**src/rtl/y86_run_ctrl.sv**
```systemverilog
// y86_run_ctrl: run controller for the y86 core, driven by the core's 2-bit status.
// Starts a run, gates the core with cpu_en and counts the enabled cycles.
// A run stops on abort, on the first non-AOK status or when the cycle budget
// runs out, and an exit code is latched for the harness.
// Ports:
//   clk, rst_n   clock (rising edge) and asynchronous active-low reset
//   start        begin a run (IDLE only)
//   abort        force stop (RUN only)
//   clear        DONE -> IDLE, zeroes cycle_count and exit_code
//   status       core status: 00 AOK, 01 HLT, 10 ADR, 11 INS
//   cpu_en       core clock enable, high in RUN
//   busy / done  high in RUN / high in DONE
//   exit_code    000 none, 001 HLT, 010 ADR, 011 INS, 100 TIMEOUT, 101 ABORT
//   cycle_count  enabled cycles in the current or last run
module y86_run_ctrl #(
    parameter int CNT_W      = 32,
    parameter int MAX_CYCLES = 1000
) (
    input  logic             clk,
    input  logic             rst_n,
    input  logic             start,
    input  logic             abort,
    input  logic             clear,
    input  logic [1:0]       status,
    output logic             cpu_en,
    output logic             busy,
    output logic             done,
    output logic [2:0]       exit_code,
    output logic [CNT_W-1:0] cycle_count
);
    typedef enum logic [1:0] {IDLE, RUN, DONE} state_t;
    // The budget check compares the count before this edge's increment,
    // so the run ends after exactly MAX_CYCLES enabled cycles.
    localparam bit              TMO_EN = MAX_CYCLES != 0;
    localparam logic [CNT_W-1:0] LAST  = TMO_EN ? CNT_W'(MAX_CYCLES - 1) : '0;
    state_t           state, state_nx;
    logic [2:0]       code_nx;
    logic [CNT_W-1:0] cnt_nx;
    always_comb begin
        state_nx = state;
        code_nx  = exit_code;
        cnt_nx   = cycle_count;
        case (state)
            IDLE: state_nx = start ? RUN : IDLE;
            RUN: begin
                cnt_nx = (&cycle_count) ? cycle_count : cycle_count + CNT_W'(1);
                if (abort) begin
                    state_nx = DONE;
                    code_nx  = 3'b101;
                end else if (status != 2'b00) begin
                    state_nx = DONE;
                    code_nx  = {1'b0, status};
                end else if (TMO_EN && cycle_count == LAST) begin
                    state_nx = DONE;
                    code_nx  = 3'b100;
                end
            end
            DONE: if (clear) begin
                state_nx = IDLE;
                code_nx  = '0;
                cnt_nx   = '0;
            end
            default: state_nx = IDLE;
        endcase
    end
    always_ff @(posedge clk or negedge rst_n) begin
        if (!rst_n) begin
            state       <= IDLE;
            exit_code   <= '0;
            cycle_count <= '0;
        end else begin
            state       <= state_nx;
            exit_code   <= code_nx;
            cycle_count <= cnt_nx;
        end
    end
    assign cpu_en = state == RUN;
    assign busy   = state == RUN;
    assign done   = state == DONE;
endmodule

```
**config.mk**
```make
export PLATFORM = sky130hd
export DESIGN_NAME = y86_run_ctrl
export DESIGN_NICKNAME = d
export VERILOG_FILES = /design/src/rtl/y86_run_ctrl.sv
export SDC_FILE = /design/constraint.sdc
export NUM_CORES = 1
export LEC_CHECK = 0
export BUFFER_PORTS_ARGS = -buffer_cell sky130_fd_sc_hd__buf_2
export CAP_MARGIN = 10
export CORE_ASPECT_RATIO = 1.1
export CORE_MARGIN = 1
export CORE_UTILIZATION = 40
export CTS_CLUSTER_SIZE = 24
export DETAILED_ROUTE_END_ITERATION = 8
export GPL_ROUTABILITY_DRIVEN = 0
export PLACE_DENSITY = 0.69
export SYNTH_ARGS = -nofsm -noshare
export SYNTH_HDL_FRONTEND = slang
export SYNTH_SLANG_ARGS = --single-unit
```
**constraint.sdc**
```tcl
create_clock -name clk -period 2.5 [get_ports clk]
set_input_delay 0.75 -clock clk [delete_from_list [all_inputs] [get_ports clk]]
set_output_delay 0.75 -clock clk [all_outputs]
set_load 0.005 [all_outputs]
```
==> results of run 1 <==
[routing by layer]
layer	wire length [um]	global-route usage	vias to the layer above
met5	0	0	-
li1	-	-	921
met4	62	0.0653	0
met3	245	0.0377	5
met2	2510	0.333	56
met1	2180	0.254	920
[sequential cells by signal, summed over array words and instances, names as in the netlist]
name and flops:
cycle_count 32, exit_code 3, state 2
[worst max-delay path: stages (launching register included)]
cell	delay, ps
dfrtp_1	410
and4_1	380
nand4_4	150
or4_4	710
a41o_1	290
a31oi_1	150
[power breakdown]
part	internal (uW)	switching, uW
Combinational	232	270
Sequential	705	122
Clock	198	200
Total	1140	593
[layout make-up]
cell class	instances	share of cell area
Sequential cell	37	0.381
Clock buffer	8	0.0330
Timing Repair Buffer	49	0.106
Tap cell	58	0.0299
Inverter	3	0.00464
Multi-Input combinational cell	167	0.445
[logic make-up after synthesis]
logic type,Yosys count
AO/OA/AOI/OAI,34
flip-flops,37
buffers and inverters,12
AND/OR/NAND/NOR,111
adder cells (fa/ha/maj),1
multiplexers,21
[Yosys cell counts]
cell type	number	share of area
dfrtp_1	37	0.45
nand2_1	37	0.067
mux2i_1	21	0.10
nand3_1	17	0.041
nor4_1	10	0.030
nand4_1	9	0.027
and4_1	8	0.034
clkbuf_1	6	0.011
nor3_1	6	0.015
o211ai_1	6	0.022
o21ai_0	6	0.015
and3_1	5	0.015
nor2_1	5	0.0091
and2_1	4	0.012
nand2b_1	4	0.012
o31ai_1	4	0.015
a21o_1	3	0.011
a31oi_1	3	0.0091
a21oi_1	2	0.0048
a31o_2	2	0.0085
a41o_1	2	0.0097
a41oi_1	2	0.0085
buf_4	2	0.0073
inv_1	2	0.0036
nor4b_1	2	0.0085
o2111ai_1	2	0.0085
and4_4	1	0.0055
buf_6	1	0.0055
clkinv_1	1	0.0018
ha_1	1	0.0061
nand4_4	1	0.010
o311ai_0	1	0.0042
o41ai_1	1	0.0042
or3_1	1	0.0030
or4_4	1	0.0055
[how the worst max path moves through the flow]
stage | startpoint | endpoint | slack, ps | depth (start not counted)
2_1_floorplan | cycle_count[0]$_DFFE_PN0P_ | cycle_count[2]$_DFFE_PN0P_ | 540 | 7
3_3_place_gp | cycle_count[5]$_DFFE_PN0P_ | cycle_count[7]$_DFFE_PN0P_ | 410 | 5
3_5_place_dp | cycle_count[5]$_DFFE_PN0P_ | cycle_count[9]$_DFFE_PN0P_ | 350 | 5
4_1_cts | cycle_count[5]$_DFFE_PN0P_ | cycle_count[9]$_DFFE_PN0P_ | 350 | 5
5_1_grt | cycle_count[0]$_DFFE_PN0P_ | cycle_count[7]$_DFFE_PN0P_ | 160 | 6
6_report | cycle_count[5]$_DFFE_PN0P_ | cycle_count[7]$_DFFE_PN0P_ | 330 | 5
[through the flow]
step | worst slack [ps] | util | instances | hold WS, ps
2_1_floorplan | 536 | - | 216 | 414
3_3_place_gp | 415 | 0.469 | 314 | 421
4_1_cts | 352 | 0.485 | 322 | 450
6_report | 333 | 0.485 | 322 | 447
5_1_grt | 165 | 0.485 | 322 | 476
3_5_place_dp | 349 | 0.469 | 314 | 439
==> metrics, run 1 <==
DIE HEIGHT=~77 um; register area share after synthesis=0.448; failing checks=design-rule violations; FMAX=between 400 and 500 MHz; layout filler cell count=approximately 510; mux contribution to synthesized area=0.102; htree depth=2; Yosys warnings=0; FF+latch count, synth=37; minimum clock period=~2200 ps; initial antenna violation count=0; grt ovf=0; RSZ-0062 raised after global routing=no; Area Growth Syn to Fin=17.5%; CTS tree=done; final wirelength=~5000 um; CTS resizes=0; TritonRoute pass-1 iters=6; Detailed Place HPWL=about 3600 um; Port Buf Inserts=44; Total Die Area=roughly 5500 sq um; CP Data Required Time=2710 ps; Hold Path Class=reg -> reg; # setup viols final=0; Nets=~270; WL/cell=15.5 um; compound-cell area share of the yosys netlist=0.119; Synth Area in Adders=0.00606; Synth Net Count=roughly 220; Slew HR=0.449; TNS Setup=0 ps; DRC marker count from the first detailed-route iteration=between 150 and 200; post-route DRC violation count=8; status=finished, violations left; Post-Synth XOR/XNOR Area=0; syn_area_per_cell=9.56 sq um; Mapped Area=between 2000 and 2500 sq um; vias in the first global route=approximately 1.7k; largest family of logic cells by synthesized area=simple AND/OR/NAND/NOR gates; Pwr Total=around 1700 uW; Post-CTS Setup Inserts=0; Pins Over Slew Limit=0; CTS Buf Count=5; vias post-DR=approximately 1.9k; FF-to-FF setup slack=~330 ps; hold_buf cts=0; hold path endpoint=state[0]$_DFFE_PN0P_; row cnt=27; CTS root buf=clkbuf_8; most frequent cells in the layout=buf_2 (44), nand2_1 (37), dfrtp_1 (37); first-pass GRT wire length=8490 um; RR Startpoint=cycle_count[5]$_DFFE_PN0P_; synthesized instance count=216; Worst VDD drop=about 200 uV; PD cells=slightly above 700 nW/um^2; FF-to-FF End=cycle_count[7]$_DFFE_PN0P_; P_leak=0.00124 uW; clk_lat worst skew=280 ps; CP arrival=2380 ps; Initial Util=0.413; Reg area=926 sq um; fraction of layout cells with a size suffix above 1=0.223; most common cell after layout, fill and taps aside=buf_2; Clk pin slew, worst setup/hold paths=around 70 ps; Reg2Reg Depth=5; largest net degree at the start of global routing=38; startpoint types=register; Crit Path Max Fanout=22; Die Wd=~71 um; hold depth=1; post-synthesis cell type count=35; simple-gate share of the synthesized area=0.296; Inserted Diodes=0; footprint of the multi-input gates=between 1000 and 1500 sq um; GRT Overall Usage=0.197; Core ar.=around 5000 sq um; Final ANT Viol Nets=0; Worst Skew=between 7 and 8 ps; IO Pins=45; min-delay src=state[1]$_DFFE_PN0P_; via density per instance=between 5 and 6; Setup Crit Path Kind=reg -> reg; Post-Layout Inst Area=about 2400 sq um; CP Capture Type=register; total of max-cap violations=0; Hold Vio Cnt, Final=0; CTS sink cnt=37; Max Root-Sink Buffers=2; dpl cell area=between 2000 and 2500 sq um; worst-margin pin slew=around 830 ps; Tcrit/Tclk final=0.867
Note: power is estimated with default switching activity, not from simulation.
==> run 2, diff against run 1 <==
--- a/config.mk
+++ b/config.mk
@@ -6,7 +6,6 @@
 export NUM_CORES = 1
 export LEC_CHECK = 0
 export BUFFER_PORTS_ARGS = -buffer_cell sky130_fd_sc_hd__buf_2
-export CAP_MARGIN = 10
 export CORE_ASPECT_RATIO = 1.1
 export CORE_MARGIN = 1
 export CORE_UTILIZATION = 40
==> constraint.sdc (replaced) <==
create_clock -name clk -period 2.35 [get_ports clk]
set_input_delay 0.705 -clock clk [delete_from_list [all_inputs] [get_ports clk]]
set_output_delay 0.705 -clock clk [all_outputs]
set_load 0.005 [all_outputs]
==> run 2 against run 1 <==
  * The flow still finishes with violations (design-rule violations)
  * Power rose by 10%
  * Core utilization is 1.1 points higher
  * Die area unchanged
  * Critical endpoint unchanged
  * Highest routed layer unchanged
==> metrics, run 2 (synthesized netlist as in run 1, its figures left out) <==
CTS Buf Count=5 (unchanged); grt ovf=0 (unchanged); IO Pins=45 (unchanged); Crit-path slowest cell=or4_4; CP arrival=2390 ps (about the same); clk_lat worst skew=290 ps (about the same); CTS resizes=0 (unchanged); TritonRoute pass-1 iters=7 (+1); FMAX=460 MHz (-0.21%); row cnt=27 (unchanged); Post-CTS Setup Inserts=0 (unchanged); TNS Setup=0 ps (unchanged); CP bufs+invs=0 (unchanged); Worst Skew=5.40 ps (-1.81 ps); Worst VDD drop=255 uV (+25%); worst-margin pin slew=480 ps (-346 ps); largest net degree at the start of global routing=31 (-18%); Die Wd=70.5 um (unchanged); most frequent cells in the layout=buf_2 (44), nand2_1 (37), dfrtp_1 (37); Hold Path Class=in -> async; Largest register FFs=32 (unchanged); Slew HR=0.678 (+0.229); CP Cell Sequence=ha_1 > and2_1 > nand3_1 > or4_4 > a41o_1 > a31oi_1; Final ANT Viol Nets=0 (unchanged); CTS sink cnt=37 (unchanged); htree depth=2 (unchanged); crit-path leading delay family=simple AND/OR/NAND/NOR gates; CP Capture Type=register; post-route DRC violation count=8 (unchanged); Worst Setup SP=cycle_count[0]$_DFFE_PN0P_; PD cells=767 nW/um^2 (+7.8%); Port Buf Inserts=44 (unchanged); total of max-cap violations=0 (unchanged); initial antenna violation count=0 (unchanged); minimum clock period=2170 ps (+4.67 ps); Core ar.=5000 sq um (unchanged); setup ws final=178 ps (-155 ps); Max Root-Sink Buffers=2 (unchanged); via density per instance=5.82 (-1.5%); most common cell after layout, fill and taps aside=buf_2; DIE HEIGHT=77.4 um (unchanged); CTS root buf=clkbuf_8; CTS tree=done; WL/cell=15.6 um (+0.56%); Clk pin slew, worst setup/hold paths=70 ps (about the same); Setup Crit Path Kind=reg -> reg; Total Die Area=5460 sq um (unchanged); Detailed Place HPWL=3680 um (+1.5%); # setup viols final=0 (unchanged); Nets=274 (+1.1%); status=finished, violations left; final wirelength=5070 um (+1.5%); RSZ-0062 raised after global routing=no; vias post-DR=1890 (-0.63%); DRC marker count from the first detailed-route iteration=168 (+5.0%); startpoint types=register; vias in the first global route=1776 (+1.9%); fraction of layout cells with a size suffix above 1=0.243 (+0.0200); largest register by flop count=cycle_count; RR Startpoint=cycle_count[0]$_DFFE_PN0P_; Top Registers=cycle_count x32, exit_code x3, state x2; CP Data Required Time=2560 ps (-150 ps); P_leak=0.00128 uW (+2.9%); Initial Util=0.413 (unchanged); GRT Overall Usage=0.202 (+0.00469); Pins Over Slew Limit=0 (unchanged); Inserted Diodes=0 (unchanged); Tcrit/Tclk final=0.924 (+0.0573); Hold Vio Cnt, Final=0 (unchanged); hold_buf cts=0 (unchanged); Post-Place Setup Slack=196 ps (-153 ps); peak per-stage delay on the critical path=700 ps (about the same); first-pass GRT wire length=8490 um (unchanged); failing checks=design-rule violations; Crit Path Max Fanout=22 (unchanged); Area Growth Syn to Fin=20.2%
run 2: cell types whose count changed in the layout (fill, tap and decap cells not counted), sizes merged:
cell / delta
buf: +3
clkbuf: -1
clkinv: +1
run 2: layout make-up:
type	instances	area (sq um)
clock buffers	7	96.3
clock inverters	1	5.00
fillers	491	2520
inverters	3	11.3
multi-input cells	167	1080
flip-flops and latches	37	926
well taps	58	72.6
repair buffers	52	293
run 2: metrics by stage:
step / std cells / power, uW / util / cell area [sq um] / hold slack (ps)
finish: 325 / 1910 / 0.497 / 2480 / 362
global route: 325 / 2040 / 0.497 / 2480 / 373
CTS: 325 / 1920 / 0.497 / 2480 / 370
detailed placement: 317 / 1430 / 0.476 / 2380 / 430
global placement: 317 / 1420 / 0.476 / 2380 / 423
floorplan: 216 / 1190 / - / 2070 / 409
run 2: final timing paths:
path                       cells past startpoint                           to  slack [ps]
max                                            6   cycle_count[7]$_DFFE_PN0P_         180
min in group clk                               1         state[0]$_DFFE_PN0P_         450
min                                            1  cycle_count[25]$_DFFE_PN0P_         360
max in group asynchronous                      2   cycle_count[8]$_DFFE_PN0P_        1530
max reg2reg                                    6   cycle_count[7]$_DFFE_PN0P_         180
min reg2reg                                    1         state[0]$_DFFE_PN0P_         450
run 2: where the power goes:
| group | leakage, uW | internal [uW] | switching [uW] |
|---|---|---|---|
| logic | 0.000718 | 249 | 298 |
| registers | 0.000504 | 750 | 123 |
| clock network | 0.0000542 | 265 | 220 |
run 2: worst register-to-register path, stage by stage (launching register included):
cell	delay, ps
dfrtp_1	410
ha_1	210
and2_1	180
nand3_1	150
or4_4	700
a41o_1	300
a31oi_1	150
run 2: routing by layer:
metal,vias up,global-route usage,part of all wire
li1,930,-,-
met1,905,0.258,0.47
met2,46,0.324,0.48
met3,9,0.0506,0.035
met4,0,0.0878,0.021
met5,-,0,0
==> run 3, diff against run 2 <==
--- a/config.mk
+++ b/config.mk
@@ -6,7 +6,7 @@
 export NUM_CORES = 1
 export LEC_CHECK = 0
 export BUFFER_PORTS_ARGS = -buffer_cell sky130_fd_sc_hd__buf_2
-export CORE_ASPECT_RATIO = 1.1
+export CORE_ASPECT_RATIO = 2
 export CORE_MARGIN = 1
 export CORE_UTILIZATION = 40
 export CTS_CLUSTER_SIZE = 24
==> run 3 against run 2 <==
  * The run now ends clean
  * Combinational power up 1%
  * Wire length up 8.2%
  * Setup slack better by 23 ps
  * First-iteration DRC count is 67% lower
  * Register-to-register slack gained 20 ps
  * Critical endpoint unchanged
  * Highest routed layer unchanged
==> metrics, run 3 (synthesized netlist as in run 1, its figures left out) <==
vias post-DR=1948 (+3.1%); Reg2Reg Depth=6 (unchanged); Nets=278 (+1.5%); htree depth=2 (unchanged); Crit Path Max Fanout=22 (unchanged); Worst VDD drop=468 uV (+83%); initial antenna violation count=0 (unchanged); row cnt=36 (+33%); FF-to-FF End=cycle_count[7]$_DFFE_PN0P_; Tcrit/Tclk final=0.914 (-0.00967); CP arrival=2350 ps (-40 ps); DRC marker count from the first detailed-route iteration=55 (-67%); vias in the first global route=1828 (+2.9%); CP Capture Type=register; Setup Crit Path Kind=reg -> reg; Largest register FFs=32 (unchanged); most common cell after layout, fill and taps aside=buf_2; # setup viols final=0 (unchanged); most frequent cells in the layout=buf_2 (44), nand2_1 (37), dfrtp_1 (37); status=complete, no violations; Worst Skew=6.47 ps (+1.07 ps); CTS tree=done; largest register by flop count=cycle_count; WL/cell=16.7 um (+7.2%); Die Wd=52.8 um (-25%); largest net degree at the start of global routing=38 (+23%); fraction of layout cells with a size suffix above 1=0.244 (about the same); Core ar.=4910 sq um (-1.8%); Clk pin slew, worst setup/hold paths=70 ps (about the same); CP Data Required Time=2550 ps (about the same); Final ANT Viol Nets=0 (unchanged); Port Buf Inserts=44 (unchanged); P_leak=0.00128 uW (+0.19%); CTS root buf=clkbuf_8; Inserted Diodes=0 (unchanged); hold depth=1; PD cells=744 nW/um^2 (-3.0%); Top Registers=cycle_count x32, exit_code x3, state x2; DIE HEIGHT=104 um (+34%); RR Startpoint=cycle_count[0]$_DFFE_PN0P_; FMAX=465 MHz (+1.1%); IO Pins=45 (unchanged); post-route DRC violation count=0 (-8); hold path endpoint=state[0]$_DFFE_PN0P_; via density per instance=5.94 (+2.1%); worst-margin pin slew=503 ps (+23.0 ps); Initial Util=0.421 (+0.00758); hold_buf cts=0 (unchanged); Pwr Total=1840 uW (-3.2%); minimum clock period=2150 ps (-22.7 ps); clk_lat worst skew=280 ps (about the same); Slew HR=0.663 (-0.0154); final wirelength=5490 um (+8.2%); CTS Buf Count=5 (unchanged); total of max-cap violations=0 (unchanged); Post-CTS Setup Inserts=0 (unchanged); Detailed Place HPWL=4070 um (+11%); Max Root-Sink Buffers=2 (unchanged); min-delay src=state[1]$_DFFE_PN0P_; layout filler cell count=484 (-1.4%); Total Die Area=5470 sq um (+0.31%); startpoint types=register; GRT Overall Usage=0.215 (+0.0133); CTS sink cnt=37 (unchanged); first-pass GRT wire length=8860 um (+4.3%); FF-to-FF setup slack=200 ps (+20 ps); grt ovf=0 (unchanged); Hold Path Class=reg -> reg; TNS Setup=0 ps (unchanged); Hold Vio Cnt, Final=0 (unchanged); Area Growth Syn to Fin=20.0%; TritonRoute pass-1 iters=4 (-3); CTS resizes=0 (unchanged); RSZ-0062 raised after global routing=no; Pins Over Slew Limit=0 (unchanged)
-- run 3: cell types whose count changed in the layout (fill, tap and decap cells not counted), sizes merged --
cell | previous run | this run
clkinv | 2 | 1
buf | 52 | 56
clkbuf | 7 | 8
-- run 3: stage by stage --
step | utilization | instance area [sq um] | setup slack (ps) | hold WS [ps] | instances
after floorplan | - | 2070 | 386 | 409 | 216
after global placement | 0.489 | 2400 | 268 | 428 | 320
after detailed placement | 0.489 | 2400 | 210 | 438 | 320
after CTS | 0.505 | 2480 | 196 | 447 | 328
after global routing | 0.505 | 2480 | 57.3 | 481 | 328
final | 0.505 | 2480 | 201 | 447 | 328
-- run 3: critical path, cell delays in order (launching register included) --
cell and delay (ps):
dfrtp_1 400, ha_1 200, and2_1 180, nand3_1 150, or4_4 690, a41o_1 290
a31oi_1 160
-- run 3: worst max path at each step --
stage / slack [ps] / end / cells past startpoint / startpoint
floorplan: 390 / cycle_count[2]$_DFFE_PN0P_ / 7 / cycle_count[0]$_DFFE_PN0P_
finish: 200 / cycle_count[7]$_DFFE_PN0P_ / 6 / cycle_count[0]$_DFFE_PN0P_
detailed placement: 210 / cycle_count[7]$_DFFE_PN0P_ / 6 / cycle_count[0]$_DFFE_PN0P_
global route: 60 / cycle_count[7]$_DFFE_PN0P_ / 6 / cycle_count[0]$_DFFE_PN0P_
CTS: 200 / cycle_count[7]$_DFFE_PN0P_ / 6 / cycle_count[0]$_DFFE_PN0P_
global placement: 270 / cycle_count[9]$_DFFE_PN0P_ / 6 / cycle_count[0]$_DFFE_PN0P_
-- run 3: final cells by class --
class / instances / area [sq um] / area share
multi-input combinational: 167 / 1080 / 0.436
sequential: 37 / 926 / 0.374
timing repair buffer: 56 / 310 / 0.125
clock buffer: 8 / 80.1 / 0.0323
inverter: 3 / 11.3 / 0.00454
tap: 57 / 71.3 / 0.0288
-- run 3: per-layer routing --
| metal | GRT usage | routed length, um | up-vias |
|---|---|---|---|
| li1 | - | - | 933 |
| met1 | 0.246 | 2100 | 935 |
| met2 | 0.369 | 2930 | 62 |
| met3 | 0.0294 | 252 | 18 |
| met4 | 0.111 | 205 | 0 |
| met5 | 0 | 0 | - |
-- run 3: power by group --
group | switching (uW) | internal (uW) | leakage, uW
clock network | 208 | 211 | 0.0000395
registers | 120 | 750 | 0.000504
logic | 304 | 251 | 0.000735
